<file path="config.mk">
export PLATFORM = sky130hd
export DESIGN_NAME = spi_cmd_master_flat
export DESIGN_NICKNAME = d
export VERILOG_FILES = /design/src/rtl/spi_cmd_master_if.sv /design/src/rtl/spi_cmd_master.sv /design/src/flat_wrapper.sv
export SDC_FILE = /design/constraint.sdc
export NUM_CORES = 1
export LEC_CHECK = 0
export CAP_MARGIN = 25
export CORE_ASPECT_RATIO = 1.2
export CORE_MARGIN = 10
export CORE_UTILIZATION = 45
export DETAILED_ROUTE_END_ITERATION = 7
export PLACE_DENSITY = 0.66
export SYNTH_ARGS = -nofsm -noshare
export SYNTH_HDL_FRONTEND = slang
export SYNTH_SLANG_ARGS = --single-unit
</file>
<file path="constraint.sdc">
create_clock -name clk -period 2.67 [get_ports clk]
set_input_delay 0.6675 -clock clk [delete_from_list [all_inputs] [get_ports clk]]
set_output_delay 0.6675 -clock clk [all_outputs]
set_load 0.02 [all_outputs]
</file>
<file path="src/rtl/spi_cmd_master_if.sv">
// Host-side command/response handshake for spi_cmd_master.
// master: host drives cmd_*; slave: the SPI master returns cmd_ready and rsp_*.
interface spi_cmd_master_if;
    logic       cmd_valid;
    logic       cmd_ready;
    logic [7:0] cmd_data;
    logic       rsp_valid;
    logic [7:0] rsp_data;
    logic       rsp_err;

    modport master (
        output cmd_valid, cmd_data,
        input  cmd_ready, rsp_valid, rsp_data, rsp_err
    );

    modport slave (
        input  cmd_valid, cmd_data,
        output cmd_ready, rsp_valid, rsp_data, rsp_err
    );
endinterface

</file>
<file path="src/rtl/spi_cmd_master.sv">
// SPI mode-0 master: one command frame, then one read frame for the response.
// Ports: clk, nrst (async low), host (cmd/rsp handshake), busy, spi_ck/mosi/miso/nss.
module spi_cmd_master #(
    parameter int HALF_PERIOD = 8,
    parameter int NSS_LEAD    = 8,
    parameter int NSS_GAP     = 8
) (
    input  logic            clk,
    input  logic            nrst,
    spi_cmd_master_if.slave host,
    output logic            busy,
    output logic            spi_ck,
    output logic            spi_mosi,
    input  logic            spi_miso,
    output logic            spi_nss
);
    localparam int MAXA = (HALF_PERIOD > NSS_LEAD) ? HALF_PERIOD : NSS_LEAD;
    localparam int MAXP = (MAXA > NSS_GAP) ? MAXA : NSS_GAP;
    localparam int CW   = (MAXP > 1) ? $clog2(MAXP) : 1;

    localparam logic [CW-1:0] HP_END   = CW'(HALF_PERIOD - 1);
    localparam logic [CW-1:0] LEAD_END = CW'(NSS_LEAD - 1);
    localparam logic [CW-1:0] GAP_END  = CW'(NSS_GAP - 1);

    localparam logic [2:0] IDLE  = 3'd0;
    localparam logic [2:0] LEAD  = 3'd1;
    localparam logic [2:0] LOW   = 3'd2;
    localparam logic [2:0] HIGH  = 3'd3;
    localparam logic [2:0] TRAIL = 3'd4;
    localparam logic [2:0] GAP   = 3'd5;

    logic [2:0]    state;
    logic [CW-1:0] cnt;
    logic [2:0]    bit_cnt;
    logic          frame;
    logic [7:0]    sh;
    logic [1:0]    miso_q;
    logic          rsp_valid_q;
    logic [7:0]    rsp_data_q;
    logic          rsp_err_q;

    assign host.cmd_ready = (state == IDLE);
    assign host.rsp_valid = rsp_valid_q;
    assign host.rsp_data  = rsp_data_q;
    assign host.rsp_err   = rsp_err_q;

    always_ff @(posedge clk or negedge nrst) begin
        if (!nrst) begin
            miso_q <= 2'b00;
        end else begin
            miso_q <= {miso_q[0], spi_miso};
        end
    end

    // One shift register serves both directions: MOSI leaves from bit 7
    // while synced MISO enters at bit 0, so after 8 bits it holds rx.
    always_ff @(posedge clk or negedge nrst) begin
        if (!nrst) begin
            state       <= IDLE;
            cnt         <= '0;
            bit_cnt     <= 3'd0;
            frame       <= 1'b0;
            sh          <= 8'h00;
            busy        <= 1'b0;
            spi_ck      <= 1'b0;
            spi_mosi    <= 1'b0;
            spi_nss     <= 1'b1;
            rsp_valid_q <= 1'b0;
            rsp_data_q  <= 8'h00;
            rsp_err_q   <= 1'b0;
        end else begin
            rsp_valid_q <= 1'b0;
            case (state)
                IDLE: begin
                    if (host.cmd_valid) begin
                        busy     <= 1'b1;
                        frame    <= 1'b0;
                        sh       <= host.cmd_data;
                        spi_nss  <= 1'b0;
                        spi_mosi <= host.cmd_data[7];
                        cnt      <= '0;
                        bit_cnt  <= 3'd0;
                        state    <= LEAD;
                    end
                end
                LEAD: begin
                    if (cnt == LEAD_END) begin
                        cnt    <= '0;
                        spi_ck <= 1'b1;
                        state  <= HIGH;
                    end else begin
                        cnt <= cnt + 1'b1;
                    end
                end
                HIGH: begin
                    if (cnt == HP_END) begin
                        cnt     <= '0;
                        spi_ck  <= 1'b0;
                        sh      <= {sh[6:0], miso_q[1]};
                        bit_cnt <= bit_cnt + 3'd1;
                        if (bit_cnt == 3'd7) begin
                            state <= TRAIL;
                        end else begin
                            spi_mosi <= sh[6];
                            state    <= LOW;
                        end
                    end else begin
                        cnt <= cnt + 1'b1;
                    end
                end
                LOW: begin
                    if (cnt == HP_END) begin
                        cnt    <= '0;
                        spi_ck <= 1'b1;
                        state  <= HIGH;
                    end else begin
                        cnt <= cnt + 1'b1;
                    end
                end
                TRAIL: begin
                    if (cnt == LEAD_END) begin
                        cnt     <= '0;
                        spi_nss <= 1'b1;
                        state   <= GAP;
                        if (frame) begin
                            rsp_valid_q <= 1'b1;
                            rsp_data_q  <= sh;
                            rsp_err_q   <= ~sh[7];
                        end
                    end else begin
                        cnt <= cnt + 1'b1;
                    end
                end
                GAP: begin
                    if (cnt == GAP_END) begin
                        cnt <= '0;
                        if (!frame) begin
                            frame    <= 1'b1;
                            sh       <= 8'h00;
                            spi_nss  <= 1'b0;
                            spi_mosi <= 1'b0;
                            state    <= LEAD;
                        end else begin
                            busy  <= 1'b0;
                            state <= IDLE;
                        end
                    end else begin
                        cnt <= cnt + 1'b1;
                    end
                end
                default: state <= IDLE;
            endcase
        end
    end
endmodule

</file>
<file path="src/flat_wrapper.sv">
// flat-port wrapper written by rule: the top's interface ports become plain ports
module spi_cmd_master_flat 
#(
    parameter int HALF_PERIOD = 8,
    parameter int NSS_LEAD    = 8,
    parameter int NSS_GAP     = 8
)
  (clk, nrst, busy, spi_ck, spi_mosi, spi_miso, spi_nss, host_cmd_valid, host_cmd_data, host_cmd_ready, host_rsp_valid, host_rsp_data, host_rsp_err);
  spi_cmd_master_if host_i ();
  input  logic clk;
  input  logic nrst;
  output logic busy;
  output logic spi_ck;
  output logic spi_mosi;
  input  logic spi_miso;
  output logic spi_nss;
  input wire logic [$bits(host_i.cmd_valid)-1:0] host_cmd_valid;
  input wire logic [$bits(host_i.cmd_data)-1:0] host_cmd_data;
  output wire logic [$bits(host_i.cmd_ready)-1:0] host_cmd_ready;
  output wire logic [$bits(host_i.rsp_valid)-1:0] host_rsp_valid;
  output wire logic [$bits(host_i.rsp_data)-1:0] host_rsp_data;
  output wire logic [$bits(host_i.rsp_err)-1:0] host_rsp_err;
  assign host_i.cmd_valid = host_cmd_valid;
  assign host_i.cmd_data = host_cmd_data;
  assign host_cmd_ready = host_i.cmd_ready;
  assign host_rsp_valid = host_i.rsp_valid;
  assign host_rsp_data = host_i.rsp_data;
  assign host_rsp_err = host_i.rsp_err;
  spi_cmd_master #(.HALF_PERIOD(HALF_PERIOD), .NSS_LEAD(NSS_LEAD), .NSS_GAP(NSS_GAP)) u_core (.clk(clk), .nrst(nrst), .host(host_i), .busy(busy), .spi_ck(spi_ck), .spi_mosi(spi_mosi), .spi_miso(spi_miso), .spi_nss(spi_nss));
endmodule
</file>
### After elaboration in Yosys (flattened, before gate mapping)

Index checks and enable logic that the tools add are counted.

| operators by class | value |
|---|---|
| eq/ne operators | 15 |
| multiplexer cells | 37 |
| add/sub/neg operators | 2 |
| reductions and logical operators | 19 |
| bitwise gates (word level) | 1 |

Operators by type and width:

| kind | count |
|---|---|
| $mux 8 | 4 |
| $mux 3 | 9 |
| $pmux 8 s3 | 1 |
| $mux 1 | 15 |
| $pmux 3 s5 | 1 |
| $reduce_and 5->1 | 3 |
| $eq 3x3->1 const B | 4 |
| $pmux 3 s2 | 2 |
| $reduce_and 3->1 | 4 |
| $ne 2x1->1 const B | 5 |
| $reduce_bool 2->1 | 4 |
| $add 3x1->3 const B | 2 |
| $eq 3x2->1 const B | 2 |
| $ne 2x2->1 const B | 3 |
| $pmux 1 s2 | 3 |
| $pmux 1 s3 | 2 |
| $reduce_and 6->1 | 1 |
| $reduce_bool 3->1 | 2 |
| $reduce_or 5->1 | 1 |
| $reduce_and 4->1 | 1 |
| $eq 3x1->1 const B | 1 |
| $logic_not 3->1 | 1 |
| $reduce_and 2->1 | 1 |
| $reduce_or 2->1 | 1 |
| $not 1->1 | 1 |

| word-level totals | value |
|---|---|
| output and inout bits | 15 |
| input port bits | 12 |
| logic and storage cells | 87 |
| flip-flop bits (word level) | 34 |

### Depth between registers and ports, before layout

| logic depth | value |
|---|---|
| depth in word-level cells | 4 |
| gate-level depth with buffers | 9 |
| gate-level depth less buffers | 6 |

### Least setup slack after synthesis

No wires, ideal clock.

| timing path | value |
|---|---|
| path type | register -> register |
| from | reg u_core.cnt[0] |
| to | reg u_core.spi_mosi |
| clock period less this slack | 2.016 ns |
| path slack | 0.654 ns |
| arrival | 1.888 ns |
| cell stages (with the launch flop) | 9 |
| required time | 2.542 ns |
| path buffers | 2 |
| library setup time | 0.128 ns |
| path through | dfrtp_1 -> ha_1 -> ha_1 -> buf_2 -> and4b_1 -> buf_2 -> a211oi_4 -> a21oi_1 -> mux2_1 |

| between the ends | value |
|---|---|
| longest elaborated chain between the ends | 3 |
| elaborated cells on any way between the ends | 4 |
| those cells by class | eq/ne: 3; reduce/logical: 1 |

RTL lines:

| element | RTL line | text |
|---|---|---|
| start, declared | spi_cmd_master.sv:33 | `logic [CW-1:0] cnt;` |
| start signal, assigned | spi_cmd_master.sv:92 | `cnt <= cnt + 1'b1;` |
| start signal, assigned | spi_cmd_master.sv:108 | `cnt <= cnt + 1'b1;` |
| start signal, assigned | spi_cmd_master.sv:117 | `cnt <= cnt + 1'b1;` |
| $eq 3x3->1 (*) | spi_cmd_master.sv:96, spi_cmd_master.sv:135 |  |
| $ne 2x1->1 (no line) | - |  |
| $reduce_and 6->1 (no line) (*) | - |  |
| end signal, assigned | spi_cmd_master.sv:80 | `spi_mosi <= host.cmd_data[7];` |
| end signal, assigned | spi_cmd_master.sv:104 | `spi_mosi <= sh[6];` |
| end, declared | spi_cmd_master.sv:13 | `output logic spi_mosi,` |

Every way passes the cells marked *; elsewhere a longest branch is shown, timed or not.
A chain may end at the register's enable or synchronous reset.

### Worst setup path in the final report

| timing path | value |
|---|---|
| from | reg u_core.state[1] |
| to | out host_cmd_ready |

| between the ends | value |
|---|---|
| longest elaborated chain between the ends | 1 |

RTL lines:

| element | RTL line | text |
|---|---|---|
| start, declared | spi_cmd_master.sv:32 | `logic [2:0] state;` |
| start signal, assigned | spi_cmd_master.sv:59 | `state <= IDLE;` |
| start signal, assigned | spi_cmd_master.sv:83 | `state <= LEAD;` |
| start signal, assigned | spi_cmd_master.sv:90 | `state <= HIGH;` |
| $logic_not 3->1 | spi_cmd_master.sv:42 | `assign host.cmd_ready = (state == IDLE);` |
| end, declared | flat_wrapper.sv:19 | `output wire logic [$bits(host_i.cmd_ready)-1:0] host_cmd_ready;` |

No other way between the ends.

==> impl_results.md <==
* Post-synthesis cell count at 148
* Crit-path leading delay family: buffers and inverters
* Top FF cell, synth: dfrtp_1
* Power Total at ~2 mW
* Vias per cell at 5.64
* Max VDD drop at 0.689 mV
* DIE WIDTH at 74.2 um
* Setup Skew at 0.00512 ns
* Skew-Pair Late Insertion Delay at around 0.28 ns
* Antenna diode count at 0
* Hold path startpoint: u_core.miso_q[0]
* Most numerous cell in the Yosys netlist: dfrtp_1
* Maxcap violations at 0
* RSZ-0062 raised after global routing: no
* Num CTS Buffers at 5
* Chip height at 85.1 um
* Sequential element share of the synthesized area at 53.6%
* Final Hold Fails at 0
* CTS Root Cell: clkbuf_8
* Total congestion overflow at 0
* Fin. max-slew vios at 0
* Share of the synthesized area in the top cell type at just over 50%
* # clock sinks at 34
* Vias at approximately 1.2k
* GPL Wtd Cong at 0.796
* Worst Path Buf+Inv at 1
* Worst Hold Class: register to register
* Reg2reg end: u_core.sh[7]
* GR Util All Layers at 11.6%
* EDFF count, synth at 0
* Detailed Routing Iterations Pass 1 at 4
* Vias in the first global route at roughly 1.2k
* Ys async rst share at 100%
* Crit. End Element: primary output
* Max-slew headroom at 63.0%
* Startpoint Class: register
* Final nets at 196
* Mapped cell area at around 1600 um2
* Crit share post-route at just under 90%
* Post-DP Area at 1920 um2
* First-pass GRT wire length at 5840 um
* Final setup vio count at 0
* Antenna violations before repair at 0
* CTS tree: done
* Syn_nets at ~160
* Commonest cells in the netlist: dfrtp_1, nand2_1, a21oi_1
* Worst-path cell with the longest stage delay: clkdlybuf4s50_1
* Max frequency at 0.432 GHz
* Cell variety after synth at 33
* Port Buffers at 26
* Post-DP HPWL at about 2500 um
* Pwr dens at 1010 nW/um2
* Io pins at 27
* Synth Register Bits at 34
* Core area at around 3400 um2
* Yosys top cell by area: dfrtp_1
* Post-CTS Hold Fix Bufs at 0
* R2R setup slack at 0.59 ns
* Outcome: finished clean
* Synth warn at 0
* Crit path time final at 2.31 ns
* # DRC at 0
* Starting density of the core at 47.2%
* Largest net degree at the start of global routing at 35
* Worst Tran Pin Value at 0.553 ns
* Hold path endpoint: u_core.miso_q[1]
* Max incr delay on CP at 0.63 ns
* Leakage at 0.893 nW
* Design area at between 2000 and 2500 um2
* Crit path DAT at 1.64 ns
* Clock buffer depth at 2
* Layout area overhead at 27.8%
* DRT Wirelength at between 3000 and 4000 um
* Share of cells above drive strength 1 at roughly 17%
* Post-DR wirelength/cell at 15.5 um
* Htree depth at 2
* Post-cts repair resize count at 0
* Worst R2R Path Depth at 6
* CP Max Fanout at 12
* Cells along the critical path: nor3_1 > clkdlybuf4s50_1
* Critical path class: register to primary output
* Number of DRC markers in iteration 0 at 75
* Clock slew at reported path FFs at 0.07 ns
* Reg-to-reg startpoint: u_core.cnt[0]
* Worst hold path depth at 0
* Synth top area cells: dfrtp_1, mux2_2, a21oi_1, a22oi_1, nand2_1
* Rows at 23
* Worst Path Required at 2.00 ns
* Postcts setup bufs at 0
* Setup TNS at 0 ns
* Die Area at 6320 um2
* Routed Antenna Nets at 0
* Mapped Avg Cell Area at 10.7 um2
[worst max-delay path by stage]
stage	startpoint	to	cells after the start
finish	u_core.state[1]	host_cmd_ready	2
global route	u_core.state[1]	host_cmd_ready	2
CTS	u_core.state[1]	host_cmd_ready	2
detailed placement	host_cmd_valid	u_core.sh[7]	6
global placement	host_cmd_valid	u_core.sh[7]	6
floorplan	u_core.cnt[0]	u_core.spi_mosi	8
[area by class of cell]
type	instances	area (um2)
Clock buffer	6	82.6
Clock inverter	1	30.0
Fill cell	287	1340
Inverter	2	7.51
Multi-Input combinational cell	102	684
Sequential cell	34	852
Tap cell	37	46.3
Timing Repair Buffer	35	328
[cell families (layout without fill, tap and decap cells)]
family / after synthesis / count (layout) / share of synthesized area [%]
AO/OA/AOI/OAI: 43 / 43 / 17.4
buffers and inverters: 12 / 44 / 3.31
adder cells (fa/ha/maj): 4 / 4 / 3.15
multiplexers: 13 / 13 / 9.06
flip-flops: 34 / 34 / 53.6
AND/OR/NAND/NOR: 42 / 42 / 13.5
[cell usage in the layout (no fill, tap or decap), types with 7 or more instances in the layout]
master	instances
a21oi_1	12
a22oi_1	7
nand2_1	14
o21ai_1	7
nor2_1	10
dfrtp_1	33
mux2_2	9
buf_4	9
clkdlybuf4s50_1	26
o21ai_0	7
[per-layer routing]
layer | vias up | GRT usage [%] | routed length (um)
met5 | - | 0 | 0
met4 | 0 | 4.00 | 51
met3 | 6 | 4.90 | 241
met2 | 21 | 18.8 | 1650
met1 | 602 | 13.2 | 1420
li1 | 595 | - | -
[metrics by stage]
stage	hold WS, ns	instances	setup WS [ns]	util (%)
2_1_floorplan	0.331	148	0.654	-
3_3_place_gp	0.333	210	0.342	57.0
3_5_place_dp	0.341	210	0.322	57.0
4_1_cts	0.356	217	0.335	60.3
5_1_grt	0.362	217	0.295	60.3
6_report	0.353	217	0.358	60.3
[flip-flops by register name, summed over array words and instances (netlist names), 2 cells and up]
register,count
u_core.host.rsp_data,8
u_core.sh,8
u_core.bit_cnt,3
u_core.cnt,3
u_core.state,3
u_core.miso_q,2
[where the power goes]
| group | total (mW) | leakage [nW] | internal (mW) | switching [mW] |
|---|---|---|---|---|
| registers | 0.790 | 0.433 | 0.659 | 0.130 |
| clock network | 0.477 | 0.0573 | 0.298 | 0.179 |
| logic | 0.785 | 0.403 | 0.366 | 0.419 |
| total | 2.05 | 0.893 | 1.32 | 0.728 |
No activity file was read; power rests on OpenSTA's default activity.
